$ cat src/rtl/bytecode_fetch_ctrl_pkg.sv
// Shared constants and types for the bytecode fetch controller: state encoding,
// special opcodes and the length-decode record.
package bytecode_fetch_ctrl_pkg;

    localparam int ADDRESS_WIDTH_DEFAULT = 16;
    localparam int MAX_OPERANDS          = 4;

    localparam logic [7:0] OP_WIDE = 8'hC4;
    localparam logic [7:0] OP_IINC = 8'h84;

    typedef enum logic [2:0] {
        ST_IDLE,
        ST_OPCODE,
        ST_OPERAND,
        ST_WIDE_OP,
        ST_HOLD,
        ST_REDIR,
        ST_HALT
    } state_e;

    typedef struct packed {
        logic [2:0] count;
        logic       unsupported;
        logic       is_wide;
    } len_info_t;

    // Operand count of an opcode following a wide prefix; 0 means not widenable.
    function automatic logic [2:0] wide_operand_count(input logic [7:0] op);
        logic [2:0] cnt;
        cnt = 3'd0;
        if (op == OP_IINC) begin
            cnt = 3'(MAX_OPERANDS);
        end else if (op inside {[8'h15:8'h19], [8'h36:8'h3A], 8'hA9}) begin
            cnt = 3'd2;
        end
        return cnt;
    endfunction

endpackage

$ cat src/rtl/bytecode_fetch_ctrl_if.sv
// Instruction hand-off bus from the fetch controller to the decoder/translator.
interface bytecode_fetch_ctrl_if #(
    parameter int ADDRESS_WIDTH = bytecode_fetch_ctrl_pkg::ADDRESS_WIDTH_DEFAULT
);
    logic                     insn_valid;
    logic                     insn_ready;
    logic [7:0]               insn_opcode;
    logic [31:0]              insn_operands;
    logic [2:0]               insn_nops;
    logic [ADDRESS_WIDTH-1:0] insn_pc;
    logic                     insn_wide;

    modport master (
        output insn_valid, insn_opcode, insn_operands, insn_nops, insn_pc, insn_wide,
        input  insn_ready
    );

    modport slave (
        input  insn_valid, insn_opcode, insn_operands, insn_nops, insn_pc, insn_wide,
        output insn_ready
    );
endinterface

$ cat src/rtl/bytecode_fetch_ctrl_bc_length_rom.sv
// bc_length_rom: combinational JVM opcode -> {operand count, unsupported, is_wide}.
module bc_length_rom
    import bytecode_fetch_ctrl_pkg::*;
(
    input  logic [7:0] opcode,
    output len_info_t  info
);

    always_comb begin
        info = '0;
        case (opcode) inside
            8'h10, 8'h12, [8'h15:8'h19], [8'h36:8'h3A], 8'hA9, 8'hBC:
                info.count = 3'd1;
            8'h11, 8'h13, 8'h14, OP_IINC, [8'h99:8'hA8], [8'hB2:8'hB8],
            8'hBB, 8'hBD, 8'hC0, 8'hC1, 8'hC6, 8'hC7:
                info.count = 3'd2;
            8'hC5:
                info.count = 3'd3;
            8'hB9, 8'hBA, 8'hC8, 8'hC9:
                info.count = 3'd4;
            8'hAA, 8'hAB, [8'hCA:8'hFF]:
                info.unsupported = 1'b1;
            OP_WIDE:
                info.is_wide = 1'b1;
            default: ;
        endcase
    end

endmodule

$ cat src/rtl/bytecode_fetch_ctrl.sv
// Drives next_byte_gen to assemble JVM instructions (opcode + 0-4 operands).
// Define BC_WIDE_PREFIX_EN to enable wide-prefix (0xC4) handling.
//
// state      | meaning
// -----------+---------------------------------------------------------
// ST_IDLE    | instruction boundary, waiting for run
// ST_OPCODE  | fetching opcode byte
// ST_OPERAND | fetching remaining operand bytes
// ST_WIDE_OP | fetching the opcode that follows a wide prefix
// ST_HOLD    | instruction presented, waiting for insn_ready
// ST_REDIR   | fetcher PC reload pulse after a redirect
// ST_HALT    | undecodable opcode seen, parked until redirect/reset
module bytecode_fetch_ctrl
    import bytecode_fetch_ctrl_pkg::*;
#(
    parameter int                       ADDRESS_WIDTH = ADDRESS_WIDTH_DEFAULT,
    parameter logic [ADDRESS_WIDTH-1:0] RESET_PC      = '0
) (
    input  logic                     clk,
    input  logic                     pc_reset,
    input  logic                     run,
    input  logic                     redirect,
    input  logic [ADDRESS_WIDTH-1:0] redirect_pc,
    output logic                     fetch_start,
    input  logic [7:0]               fetch_byte,
    input  logic                     fetch_ready,
    output logic                     gen_pc_reset_n,
    output logic [ADDRESS_WIDTH-1:0] gen_pc_value,
    output logic                     unsupported,
    bytecode_fetch_ctrl_if.master    insn
);

`ifdef BC_WIDE_PREFIX_EN
    localparam bit WIDE_EN = 1'b1;
`else
    localparam bit WIDE_EN = 1'b0;
`endif

    state_e                   state_q, state_d;
    logic                     fetch_start_q, fetch_start_d;
    logic                     insn_valid_q, insn_valid_d;
    logic [7:0]               opcode_q, opcode_d;
    logic [31:0]              operands_q, operands_d;
    logic [2:0]               nops_q, nops_d;
    logic [2:0]               remaining_q, remaining_d;
    logic [ADDRESS_WIDTH-1:0] insn_pc_q, insn_pc_d;
    logic [ADDRESS_WIDTH-1:0] shadow_pc_q, shadow_pc_d;
    logic [ADDRESS_WIDTH-1:0] gen_pc_value_q, gen_pc_value_d;
    logic                     wide_q, wide_d;
    logic                     unsupported_q, unsupported_d;
    logic                     redir_n_q, redir_n_d;

    logic                     xfer;
    len_info_t                rom_info;
    logic [2:0]               wide_count;

    bc_length_rom u_length_rom (
        .opcode (fetch_byte),
        .info   (rom_info)
    );

    assign xfer       = fetch_start_q & fetch_ready;
    assign wide_count = wide_operand_count(fetch_byte);

    always_comb begin
        state_d        = state_q;
        opcode_d       = opcode_q;
        operands_d     = operands_q;
        nops_d         = nops_q;
        remaining_d    = remaining_q;
        insn_pc_d      = insn_pc_q;
        shadow_pc_d    = shadow_pc_q;
        gen_pc_value_d = gen_pc_value_q;
        wide_d         = wide_q;
        unsupported_d  = unsupported_q;
        redir_n_d      = 1'b1;

        if (xfer) begin
            shadow_pc_d = shadow_pc_q + ADDRESS_WIDTH'(1);
        end

        // Redirect outranks everything, including a byte accepted this cycle.
        if (redirect) begin
            state_d        = ST_REDIR;
            shadow_pc_d    = redirect_pc;
            gen_pc_value_d = redirect_pc;
            redir_n_d      = 1'b0;
            unsupported_d  = 1'b0;
        end else begin
            case (state_q)
                ST_IDLE: begin
                    if (run) state_d = ST_OPCODE;
                end
                ST_OPCODE: begin
                    if (xfer) begin
                        opcode_d    = fetch_byte;
                        insn_pc_d   = shadow_pc_q;
                        operands_d  = '0;
                        nops_d      = rom_info.count;
                        remaining_d = rom_info.count;
                        wide_d      = 1'b0;
                        if (rom_info.unsupported || (rom_info.is_wide && !WIDE_EN)) begin
                            state_d       = ST_HALT;
                            unsupported_d = 1'b1;
                        end else if (rom_info.is_wide) begin
                            state_d = ST_WIDE_OP;
                            wide_d  = 1'b1;
                        end else if (rom_info.count == 3'd0) begin
                            state_d = ST_HOLD;
                        end else begin
                            state_d = ST_OPERAND;
                        end
                    end
                end
                ST_WIDE_OP: begin
                    if (xfer) begin
                        opcode_d    = fetch_byte;
                        nops_d      = wide_count;
                        remaining_d = wide_count;
                        if (wide_count == 3'd0) begin
                            state_d       = ST_HALT;
                            unsupported_d = 1'b1;
                        end else begin
                            state_d = ST_OPERAND;
                        end
                    end
                end
                ST_OPERAND: begin
                    if (xfer) begin
                        operands_d  = {operands_q[23:0], fetch_byte};
                        remaining_d = remaining_q - 3'd1;
                        if (remaining_q == 3'd1) state_d = ST_HOLD;
                    end
                end
                ST_HOLD: begin
                    if (insn.insn_ready) state_d = run ? ST_OPCODE : ST_IDLE;
                end
                ST_REDIR: state_d = ST_IDLE;
                ST_HALT:  state_d = ST_HALT;
                default:  state_d = ST_IDLE;
            endcase
        end

        fetch_start_d = (state_d == ST_OPCODE) || (state_d == ST_OPERAND) ||
                        (state_d == ST_WIDE_OP);
        insn_valid_d  = (state_d == ST_HOLD);
    end

    always_ff @(posedge clk or negedge pc_reset) begin
        if (!pc_reset) begin
            state_q        <= ST_IDLE;
            fetch_start_q  <= 1'b0;
            insn_valid_q   <= 1'b0;
            opcode_q       <= '0;
            operands_q     <= '0;
            nops_q         <= '0;
            remaining_q    <= '0;
            insn_pc_q      <= '0;
            shadow_pc_q    <= RESET_PC;
            gen_pc_value_q <= RESET_PC;
            wide_q         <= 1'b0;
            unsupported_q  <= 1'b0;
            redir_n_q      <= 1'b1;
        end else begin
            state_q        <= state_d;
            fetch_start_q  <= fetch_start_d;
            insn_valid_q   <= insn_valid_d;
            opcode_q       <= opcode_d;
            operands_q     <= operands_d;
            nops_q         <= nops_d;
            remaining_q    <= remaining_d;
            insn_pc_q      <= insn_pc_d;
            shadow_pc_q    <= shadow_pc_d;
            gen_pc_value_q <= gen_pc_value_d;
            wide_q         <= wide_d;
            unsupported_q  <= unsupported_d;
            redir_n_q      <= redir_n_d;
        end
    end

    // Registered pulse gated only by reset keeps the fetcher reset glitch-free.
    assign gen_pc_reset_n     = pc_reset & redir_n_q;
    assign gen_pc_value       = gen_pc_value_q;
    assign fetch_start        = fetch_start_q;
    assign unsupported        = unsupported_q;
    assign insn.insn_valid    = insn_valid_q;
    assign insn.insn_opcode   = opcode_q;
    assign insn.insn_operands = operands_q;
    assign insn.insn_nops     = nops_q;
    assign insn.insn_pc       = insn_pc_q;
    assign insn.insn_wide     = WIDE_EN & wide_q;

endmodule

$ cat src/flat_wrapper.sv
// flat-port wrapper written by rule: the top's interface ports become plain ports
module bytecode_fetch_ctrl_flat import bytecode_fetch_ctrl_pkg::*;
#(
    parameter int                       ADDRESS_WIDTH = ADDRESS_WIDTH_DEFAULT,
    parameter logic [ADDRESS_WIDTH-1:0] RESET_PC      = '0
)
  (clk, pc_reset, run, redirect, redirect_pc, fetch_start, fetch_byte, fetch_ready, gen_pc_reset_n, gen_pc_value, unsupported, insn_insn_valid, insn_insn_opcode, insn_insn_operands, insn_insn_nops, insn_insn_pc, insn_insn_wide, insn_insn_ready);
  bytecode_fetch_ctrl_if #(.ADDRESS_WIDTH(ADDRESS_WIDTH)) insn_i ();
  input  logic clk;
  input  logic pc_reset;
  input  logic run;
  input  logic redirect;
  input  logic [ADDRESS_WIDTH-1:0] redirect_pc;
  output logic fetch_start;
  input  logic [7:0] fetch_byte;
  input  logic fetch_ready;
  output logic gen_pc_reset_n;
  output logic [ADDRESS_WIDTH-1:0] gen_pc_value;
  output logic unsupported;
  output wire logic [$bits(insn_i.insn_valid)-1:0] insn_insn_valid;
  output wire logic [$bits(insn_i.insn_opcode)-1:0] insn_insn_opcode;
  output wire logic [$bits(insn_i.insn_operands)-1:0] insn_insn_operands;
  output wire logic [$bits(insn_i.insn_nops)-1:0] insn_insn_nops;
  output wire logic [$bits(insn_i.insn_pc)-1:0] insn_insn_pc;
  output wire logic [$bits(insn_i.insn_wide)-1:0] insn_insn_wide;
  input wire logic [$bits(insn_i.insn_ready)-1:0] insn_insn_ready;
  assign insn_insn_valid = insn_i.insn_valid;
  assign insn_insn_opcode = insn_i.insn_opcode;
  assign insn_insn_operands = insn_i.insn_operands;
  assign insn_insn_nops = insn_i.insn_nops;
  assign insn_insn_pc = insn_i.insn_pc;
  assign insn_insn_wide = insn_i.insn_wide;
  assign insn_i.insn_ready = insn_insn_ready;
  bytecode_fetch_ctrl #(.ADDRESS_WIDTH(ADDRESS_WIDTH), .RESET_PC(RESET_PC)) u_core (.clk(clk), .pc_reset(pc_reset), .run(run), .redirect(redirect), .redirect_pc(redirect_pc), .fetch_start(fetch_start), .fetch_byte(fetch_byte), .fetch_ready(fetch_ready), .gen_pc_reset_n(gen_pc_reset_n), .gen_pc_value(gen_pc_value), .unsupported(unsupported), .insn(insn_i));
endmodule
$ cat config.mk
export PLATFORM = sky130hd
export DESIGN_NAME = bytecode_fetch_ctrl_flat
export DESIGN_NICKNAME = d
export VERILOG_FILES = /design/src/rtl/bytecode_fetch_ctrl_pkg.sv /design/src/rtl/bytecode_fetch_ctrl_if.sv /design/src/rtl/bytecode_fetch_ctrl_bc_length_rom.sv /design/src/rtl/bytecode_fetch_ctrl.sv /design/src/flat_wrapper.sv
export SDC_FILE = /design/constraint.sdc
export NUM_CORES = 1
export LEC_CHECK = 0
export CORE_MARGIN = 2
export CORE_UTILIZATION = 50
export CTS_CLUSTER_SIZE = 12
export DETAILED_ROUTE_END_ITERATION = 16
export GPL_ROUTABILITY_DRIVEN = 0
export PLACE_DENSITY_LB_ADDON = 0.1
export SLEW_MARGIN = 20
export SYNTH_ARGS = -nofsm -noshare
export SYNTH_HDL_FRONTEND = slang
export SYNTH_SLANG_ARGS = --single-unit
$ cat constraint.sdc
create_clock -name clk -period 3.4 [get_ports clk]
set_clock_uncertainty 0.15 [all_clocks]
set_input_delay 0.51 -clock clk [delete_from_list [all_inputs] [get_ports clk]]
set_output_delay 0.51 -clock clk [all_outputs]
set_load 0.03 [all_outputs]
== After elaboration in Yosys (flattened, before gate mapping) ==
Cells that the tools add are included.

* Add/sub/neg operators: 2
* Magnitude comparators: 10
* Eq/ne operators: 39
* Mux-type cells: 47
* Bitwise gates (word level): 3
* Reductions and logical operators: 28

{| class="wikitable"
|+ Operator list
! kind !! number
|-
| $eq 8x8->1 const B || 17
|-
| $mux 32 || 2
|-
| $pmux 32 s2 || 1
|-
| $mux 3 || 19
|-
| $eq 8x5->1 const B || 5
|-
| $mux 16 || 2
|-
| $ge 8x8->1 const B || 3
|-
| $le 8x8->1 const B || 3
|-
| $mux 1 || 18
|-
| $pmux 3 s6 || 1
|-
| $add 16x1->16 const B || 1
|-
| $eq 3x2->1 const B || 4
|-
| $ne 3x2->1 const B || 4
|-
| $reduce_or 12->1 || 1
|-
| $reduce_and 5->1 || 2
|-
| $eq 3x1->1 const B || 3
|-
| $eq 3x3->1 const B || 3
|-
| $logic_not 3->1 || 3
|-
| $pmux 3 s3 || 1
|-
| $reduce_bool 3->1 || 3
|-
| $ge 8x5->1 const B || 1
|-
| $ge 8x6->1 const B || 1
|-
| $le 8x5->1 const B || 1
|-
| $le 8x6->1 const B || 1
|-
| other kinds (16) || 29
|}

* Bits in registers: 101
* Bits of input ports: 30
* Output and inout bits: 80

== Logic depth before layout (Yosys ltp) ==
Gate-level depths: netlist (run 1).

* Word-level depth: 16
* Depth in mapped cells: 8
* Gate-level depth less buffers: 8

== Modules after synthesis ==
A second synthesis (run 1) with hierarchy kept.

* Cells, all modules: 423
* Area total of the unflattened synthesis: 4695.8 um2

{| class="wikitable"
|+ Modules (own cells, without submodules)
! module !! instances !! cells an instance !! area each (um2) !! seq. area each (um2)
|-
| bytecode_fetch_ctrl || 1 || 364 || 4284.1 || 2528.7
|-
| bc_length_rom || 1 || 59 || 411.6 || 0.0
|}

== Worst setup path before layout (run 1) ==
OpenSTA, ideal clock, no wires.

* Path kind: register to register
* From: register u_core.fetch_start_q, in the netlist u_core.fetch_start
* To: register u_core.insn_pc_q[10], in the netlist u_core.insn.insn_pc[10]
* Data arrival time: 1.840 ns
* Slack: 1.284 ns
* Cell stages (with the launch flop): 7
* Path buffers: 2
* Period minus slack after synthesis: 2.116 ns
* Path through: dfrtp_1 > nand2_1 > or2_4 > or3_1 > buf_6 > buf_6 > mux2_4

* Cells in the longest elaborated chain, start to end: 2

{| class="wikitable"
|+ Ends and longest elaborated chain
! item !! line !! text
|-
| from (decl) || bytecode_fetch_ctrl.sv:40 || <nowiki>logic fetch_start_q, fetch_start_d;</nowiki>
|-
| from (signal assigned) || bytecode_fetch_ctrl.sv:166 || <nowiki>fetch_start_q <= fetch_start_d;</nowiki>
|-
| $and 1x1->1 || bytecode_fetch_ctrl.sv:62 || <nowiki>assign xfer = fetch_start_q & fetch_ready;</nowiki>
|-
| $reduce_and 3->1 (no source line) || n/a ||
|-
| to (signal assigned) || bytecode_fetch_ctrl.sv:172 || <nowiki>insn_pc_q <= insn_pc_d;</nowiki>
|-
| to (decl) || bytecode_fetch_ctrl.sv:46 || <nowiki>logic [ADDRESS_WIDTH-1:0] insn_pc_q, insn_pc_d;</nowiki>
|}

Every way passes these cells.
A chain may end at the register's enable or synchronous reset.

== Worst setup path in the final report (run 1) ==
* From: input fetch_byte[6]
* To: register u_core.fetch_start_q, in the netlist u_core.fetch_start

* Cells in the longest elaborated chain, start to end: 16
* Elaborated cells between the ends (all ways): 75
* Classes of those cells: 10 x order compare; 25 x eq/ne; 25 x mux; 15 x reduce/logical

{| class="wikitable"
|+ Ends and longest elaborated chain
! item !! line !! text
|-
| from (decl) || flat_wrapper.sv:15 || <nowiki>input logic [7:0] fetch_byte;</nowiki>
|-
| $ge 8x8->1 (no source line) (tied with other cells) || n/a ||
|-
| $logic_and 1x1->1 (no source line) / $reduce_or 4->1 (equally long branches) || n/a ||
|-
| $reduce_or 3->1 / $mux 3 (equally long branches) || bytecode_fetch_ctrl_bc_length_rom.sv:11 || <nowiki>case (opcode) inside</nowiki>
|-
| $mux 1 / $mux 3 (equally long branches) (3 in series) || bytecode_fetch_ctrl_bc_length_rom.sv:11 ||
|-
| $mux 1 / $logic_not 3->1 (equally long branches) || bytecode_fetch_ctrl_bc_length_rom.sv:11, bytecode_fetch_ctrl.sv:108 ||
|-
| $mux 1 / $mux 3 (equally long branches) || bytecode_fetch_ctrl_bc_length_rom.sv:11, bytecode_fetch_ctrl.sv:108 ||
|-
| $mux 3 / $logic_or 1x1->1 (equally long branches) || bytecode_fetch_ctrl.sv:105, bytecode_fetch_ctrl.sv:102 ||
|-
| $mux 3 || bytecode_fetch_ctrl.sv:102 || <nowiki>if (rom_info.unsupported || (rom_info.is_wide && !WIDE_EN)) begin</nowiki>
|-
| $mux 3 || bytecode_fetch_ctrl.sv:95 || <nowiki>if (xfer) begin</nowiki>
|-
| $pmux 3 s6 * || bytecode_fetch_ctrl.sv:90 || <nowiki>case (state_q)</nowiki>
|-
| $mux 3 * || bytecode_fetch_ctrl.sv:83 || <nowiki>if (redirect) begin</nowiki>
|-
| $eq 3x1->1 / $eq 3x2->1 (equally long branches) || bytecode_fetch_ctrl.sv:144 || <nowiki>fetch_start_d = (state_d == ST_OPCODE) || (state_d == ST_OPERAND) ||</nowiki>
|-
| $logic_or 1x1->1 || bytecode_fetch_ctrl.sv:144 ||
|-
| $logic_or 1x1->1 * || bytecode_fetch_ctrl.sv:144 ||
|-
| via u_core.fetch_start_d || bytecode_fetch_ctrl.sv:40 ||
|}

Mark *: on every way through the listed nets, which the timed path passes. The rest lies on a longest branch.

==> results of run 1 <==
-- cells by family after synthesis --
logic type	Yosys count	share of synthesized area, %
AND/OR/NAND/NOR	171	17.40
adder cells (fa/ha/maj)	3	0.7781
buffers and inverters	55	5.420
AO/OA/AOI/OAI	109	13.59
other	1	0.07773
flip-flops	101	52.41
multiplexers	29	7.417
XOR/XNOR	16	2.904
-- power by group --
part / total [mW] / switching, mW / internal [mW]
combinational: 0.982 / 0.529 / 0.453
sequential: 1.50 / 0.122 / 1.38
clock: 0.816 / 0.441 / 0.374
-- worst max-delay path: cells and delay by family --
family / cells / cell delay (ns)
compound gates: 1 / 0.26
simple gates: 4 / 1.19
buf+inv: 1 / 0.75
-- cell type report --
cell class	instances	area, µm²	area share (%)
clock buffer	10	137.6	2.228
clock inverter	6	76.32	1.236
inverter	23	86.33	1.398
multi-input combinational	329	2046	33.12
sequential	101	2529	40.94
tap	129	161.4	2.613
timing repair buffer	117	1141	18.47
-- final timing paths --
kind                                                 end  slack, ns
setup / recovery                      u_core.fetch_start       0.78
hold / removal             u_core.insn.insn_operands[26]       0.06
setup reg to reg                  u_core.insn.insn_pc[8]       0.97
hold reg to reg            u_core.insn.insn_operands[15]       0.36
max in group asynchronous  u_core.insn.insn_operands[31]       1.89
min in group clk           u_core.insn.insn_operands[15]       0.36
-- cells in the final DEF, fill, tap and decap left out, types with 3 or more instances in the layout --
master / count
xnor2_1: 6
nor2b_1: 8
buf_4: 10
nand3_1: 10
clkbuf_8: 10
and4_1: 3
nor3_1: 4
ha_1: 3
nor2_1: 21
o21a_1: 3
dfrtp_1: 100
nand4b_1: 3
o22ai_1: 3
mux2_2: 18
o21ai_0: 66
and3_1: 5
mux2_4: 9
inv_1: 23
a21oi_1: 13
clkdlybuf4s50_1: 106
nand4_1: 8
nand2_1: 89
xor2_1: 10
-- Yosys cell counts (5+ instances only) --
cell type and number:
a21oi_1 13, and3_1 5, buf_2 8, buf_6 5
clkbuf_1 17, dfrtp_1 100, inv_1 23, mux2_2 18
mux2_4 9, nand2_1 89, nand3_1 10, nand4_1 8
nor2_1 21, nor2b_1 8, nor3_1 5, o21ai_0 66
xnor2_1 6, xor2_1 10
-- through the flow --
step                      total power [mW]  instances  hold WS [ns]  setup WS [ns]
after floorplan                      2.089        485       0.06441          1.284
after global placement               2.493        699        0.3294         0.4699
after detailed placement             2.508        699        0.3328         0.4406
after CTS                            3.325        715       0.07869         0.8430
after global routing                 3.454        715       0.08976         0.6811
final                                3.296        715       0.05630         0.7847
-- metal layers --
layer | GRT usage (%) | part of all wire, % | wire length (µm) | vias up
met1 | 32.38 | 49 | 5227 | 1815
met3 | 2.804 | 3.7 | 400 | 19
met2 | 31.17 | 45 | 4865 | 105
met5 | 0 | 0 | 0 | -
met4 | 7.897 | 1.9 | 200 | 0
li1 | - | - | - | 1854
-- flip-flops by register name (all words and copies together), names as in the netlist --
register / count
u_core.unsupported: 1
u_core.insn.insn_nops: 3
u_core.remaining_q: 3
u_core.insn.insn_pc: 16
u_core.insn.insn_opcode: 8
u_core.insn.insn_valid: 1
u_core.state_q: 3
u_core.redir_n_q: 1
u_core.fetch_start: 1
u_core.insn.insn_operands: 32
u_core.shadow_pc_q: 16
u_core.gen_pc_value: 16
==> impl_results.md, run 1 <==
- Outcome: finished clean
- WP data arrival: 2.72 ns
- Setup TNS: 0 ns
- YS warnings: 0
- Post-DP HPWL: 7322 µm
- Cell Pwr Density: 533.6 mW/mm²
- Placed instance area: 0.005963 mm²
- Area grow syn2layout: 28.03%
- CTS Buf Count: 9
- Diode count: 0
- Critical Path End Type: flop
- First-pass GRT wire length: 17530 µm
- Share of cells above drive strength 1: 11.77%
- Async SR Flop Fraction: 100.0%
- Worst hold path class: in -> async
- Initial DRC count: 125
- Setup crit start: fetch_byte[6]
- Post-synth top area share: 51.87%
- Endpoints failing setup: 0
- Clk sinks: 101
- CTS root buf: clkbuf_8
- Cell chain of the critical path: clkdlybuf4s50_1 > and4b_1 > and4_1 > nor3_1 > nand3_1 > o211a_1
- Antenna-violating nets left: 0
- Number of global-route vias before repair: 3537
- DIE HEIGHT: 102.2 µm
- Core Rows: 35
- Buffers on Ports: 108
- Max-cap violations: 0
- Slowest cell on the critical path: clkdlybuf4s50_1
- H-tree Lvls: 3
- Final Cell Area: 0.006177 mm²
- CTS max path bufs: 2
- RSZ-0062 raised after global routing: no
- Critical Path RT: 3.50 ns
- Ports: 110
- # Post-CTS Setup Buffers: 0
- Initial Util: 51.97%
- Via count: 3793
- Hold buffer count at CTS: 0
- CTS tree: built
- Max FO, Critical Path: 11
- Post-synth net total: 518
- R2r startpoint: u_core.state_q[0]
- Final hold violation count: 0
- Final period util: 76.92%
- Initial antenna violation count: 0
- Largest net degree at the start of global routing: 61
- Synth area leaders: dfrtp_1, nand2_1, o21ai_0
- Sequential area share after synthesis: 52.41%
- Ys flop type: dfrtp_1
- Vias per cell: 5.305
- Avg WL per Cell: 14.96 µm
- Synth Instances: 485
- # DRC: 0
- Crit path kind: in -> reg
- Period minus WS final: 2.615 ns
- Max stage delay on crit path: 0.75 ns
- Die Area: 0.01045 mm²
- P_leak: 2.617 nW
- Post-CTS sizing: 0
- GRT Total Usage: 21.25%
- Tightest Pin Transition: 0.9602 ns
- Core ar.: 0.009284 mm²
- Fmax: 382.4 MHz
- Max-Slew Margin vs Limit: 35.99%
- Die width: 102.2 µm
- Worst R2R Path Depth: 4
- VDD IR max: 0.2884 mV
- Post-Syn Area per Cell: 9.948 µm²
- Total iterations of the first detailed-routing run: 4
- Synth Register Bits: 101
- Crit path launch type: input port
- Yosys top cell by area: dfrtp_1
- Final #Nets: 614
- Clk slew on worst S/H paths: 0.11 ns
- Fin util: 66.54%
- Fin. max-slew vios: 0
- Synth unique cells: 60
- Post-synth EDFFs: 0
- Clk_lat worst skew: 0.36 ns
- Cell Area, Synth: 0.004825 mm²
- Routed WL: 10690 µm
- Gr ovfl total: 0
- Layout fillers: 768
No activity file was read; power rests on OpenSTA's default activity.
==> inputs of run 2 (changes only) <==
==> constraint.sdc (replaced) <==
create_clock -name clk -period 2.7 [get_ports clk]
set_clock_uncertainty 0.15 [all_clocks]
set_input_delay 0.405 -clock clk [delete_from_list [all_inputs] [get_ports clk]]
set_output_delay 0.405 -clock clk [all_outputs]
set_load 0.03 [all_outputs]
==> run 2 against run 1 <==
First-iteration DRC count rose by 29%. Count of clock-buffer cells in the layout did not move. Combinational power is 28% higher.
==> impl_results.md, run 2 (synthesis results as in run 1) <==
- Fin. max-slew vios: 0
- Max-cap violations: 0
- Diode count: 0
- Placed instance area: 0.006068 mm²
- WP data arrival: 2.50 ns
- Internal cell power: 2.691 mW
- P_leak: 2.673 nW
- Fin util: 67.53%
- Antenna-violating nets left: 0
- # Post-CTS Setup Buffers: 0
- Crit path kind: in -> reg
- FF-to-FF End: u_core.insn.insn_pc[8]
- R2r startpoint: u_core.state_q[0]
- Net load switching power: 1.384 mW
- Clk_lat worst skew: 0.36 ns
- VDD IR max: 0.4765 mV
- GRT Total Usage: 22.15%
- CTS tree: built
- Register share of total power: 46.3%
- CTS Buf Count: 9
- Initial antenna violation count: 0
- Buffers on Ports: 108
- # DRC: 0
- Largest net degree at the start of global routing: 63
- Total iterations of the first detailed-routing run: 4
- Share of cells above drive strength 1: 13.81%
- Outcome: finished clean
- Finished Layout Cells: 730
- Endpoints failing setup: 0
- CTS max path bufs: 2
- Met1 Resource Use GR: 32.59%
- Max-Slew Margin vs Limit: 49.41%
- Final hold violation count: 0
- Via count: 3891
- Met3 usage: 3.215%
- Final Cell Area: 0.006270 mm²
- H-tree Lvls: 3
- Logic pwr share: 30.9%
- CP endpoint: u_core.fetch_start
- Gr ovfl total: 0
- Die Area: 0.01045 mm²
- Reg-to-reg slack, setup: 0.54 ns
- Commonest cells after routing, fill and taps aside: clkdlybuf4s50_1, dfrtp_1, nand2_1, o21ai_0, buf_4
- Most common cell after layout, fill and taps aside: clkdlybuf4s50_1
- DIE HEIGHT: 102.2 µm
- Clock Power Share: 22.8%
- Cell Pwr Density: 649.8 mW/mm²
- Routed WL: 11280 µm
- Clk sinks: 101
- Worst hold path class: reg -> reg
- Period minus WS final: 2.404 ns
- Final Power: 4.074 mW
- Core Rows: 35
- Number of global-route vias before repair: 3721
- DP Worst Slack: 0.003312 ns
- Met2 Track Usage GR: 34.16%
- GR peak layer: met2
- Post-CTS sizing: 0
- First-pass GRT wire length: 18390 µm
- Core ar.: 0.009284 mm²
- Setup crit start: fetch_byte[6]
- Clk slew on worst S/H paths: 0.10 ns
- Critical Path RT: 2.80 ns
- Final #Nets: 629
- Post-DP HPWL: 7881 µm
- Sw Share: 33.96%
- Worst setup margin: 0.2965 ns
- Max reg flops: 32
- Initial Util: 51.97%
- Max FO, Critical Path: 9
- Crit path launch type: input port
- Area grow syn2layout: 29.95%
- Die width: 102.2 µm
- Initial DRC count: 161
- Final Hold Slack: 0.3572 ns
- CTS root buf: clkbuf_8
- Cell Count Post-Placement: 713
- Critical Path End Type: flop
- Final period util: 89.02%
- Worst R2R Path Depth: 5
- Tightest Pin Transition: 0.7589 ns
- RSZ-0062 raised after global routing: no
- Ports: 110
- Avg WL per Cell: 15.45 µm
- Setup TNS: 0 ns
- Vias per cell: 5.330
- Fmax: 416.1 MHz
[run 2: worst min path at each step]
stage | from | endpoint | slack [ns] | cells past startpoint
5_1_grt | u_core.insn.insn_pc[3] | u_core.insn.insn_pc[3] | 0.39 | 1
6_report | u_core.insn.insn_nops[1] | u_core.insn.insn_nops[1] | 0.36 | 1
2_1_floorplan | pc_reset | u_core.fetch_start | -0.04 | 0
3_3_place_gp | u_core.insn.insn_nops[1] | u_core.insn.insn_nops[1] | 0.33 | 1
3_5_place_dp | u_core.insn.insn_nops[1] | u_core.insn.insn_nops[1] | 0.34 | 1
4_1_cts | u_core.insn.insn_nops[1] | u_core.insn.insn_nops[1] | 0.36 | 1
[run 2: layer usage]
metal | share of wire, % | up-vias
li1 | - | 1886
met1 | 47 | 1858
met2 | 47 | 128
met3 | 4.4 | 19
met4 | 1.7 | 0
met5 | 0 | -
[run 2: critical path: stages]
cell and delay [ns]:
clkdlybuf4s50_1 0.65, and4b_1 0.28, a32oi_1 0.24, a22oi_1 0.13
nor3_2 0.34, nand3_1 0.17, o211a_1 0.27
[run 2: timing repair]
action | 4_1_cts | 5_1_grt
hold buffers | 1 | 0
setup endpoints to repair | 0 | 0
hold endpoints to repair | 24 | 0
[run 2: cell type report]
class	count	area, µm²
sequential	101	2529
inverter	23	86.33
fill	756	3014
clock buffer	10	137.6
timing repair buffer	132	1256
tap	129	161.4
clock inverter	6	53.80
multi-input combinational	329	2046
[run 2: power groups by stage]
stage | registers [mW] | clock network (mW) | logic (mW)
2_1_floorplan | 2.24 | 0 | 0.392
4_1_cts | 1.89 | 0.948 | 1.27
5_1_grt | 1.92 | 1.02 | 1.34
3_5_place_dp | 1.92 | 0 | 1.26
3_3_place_gp | 1.91 | 0 | 1.25
6_report | 1.89 | 0.929 | 1.26
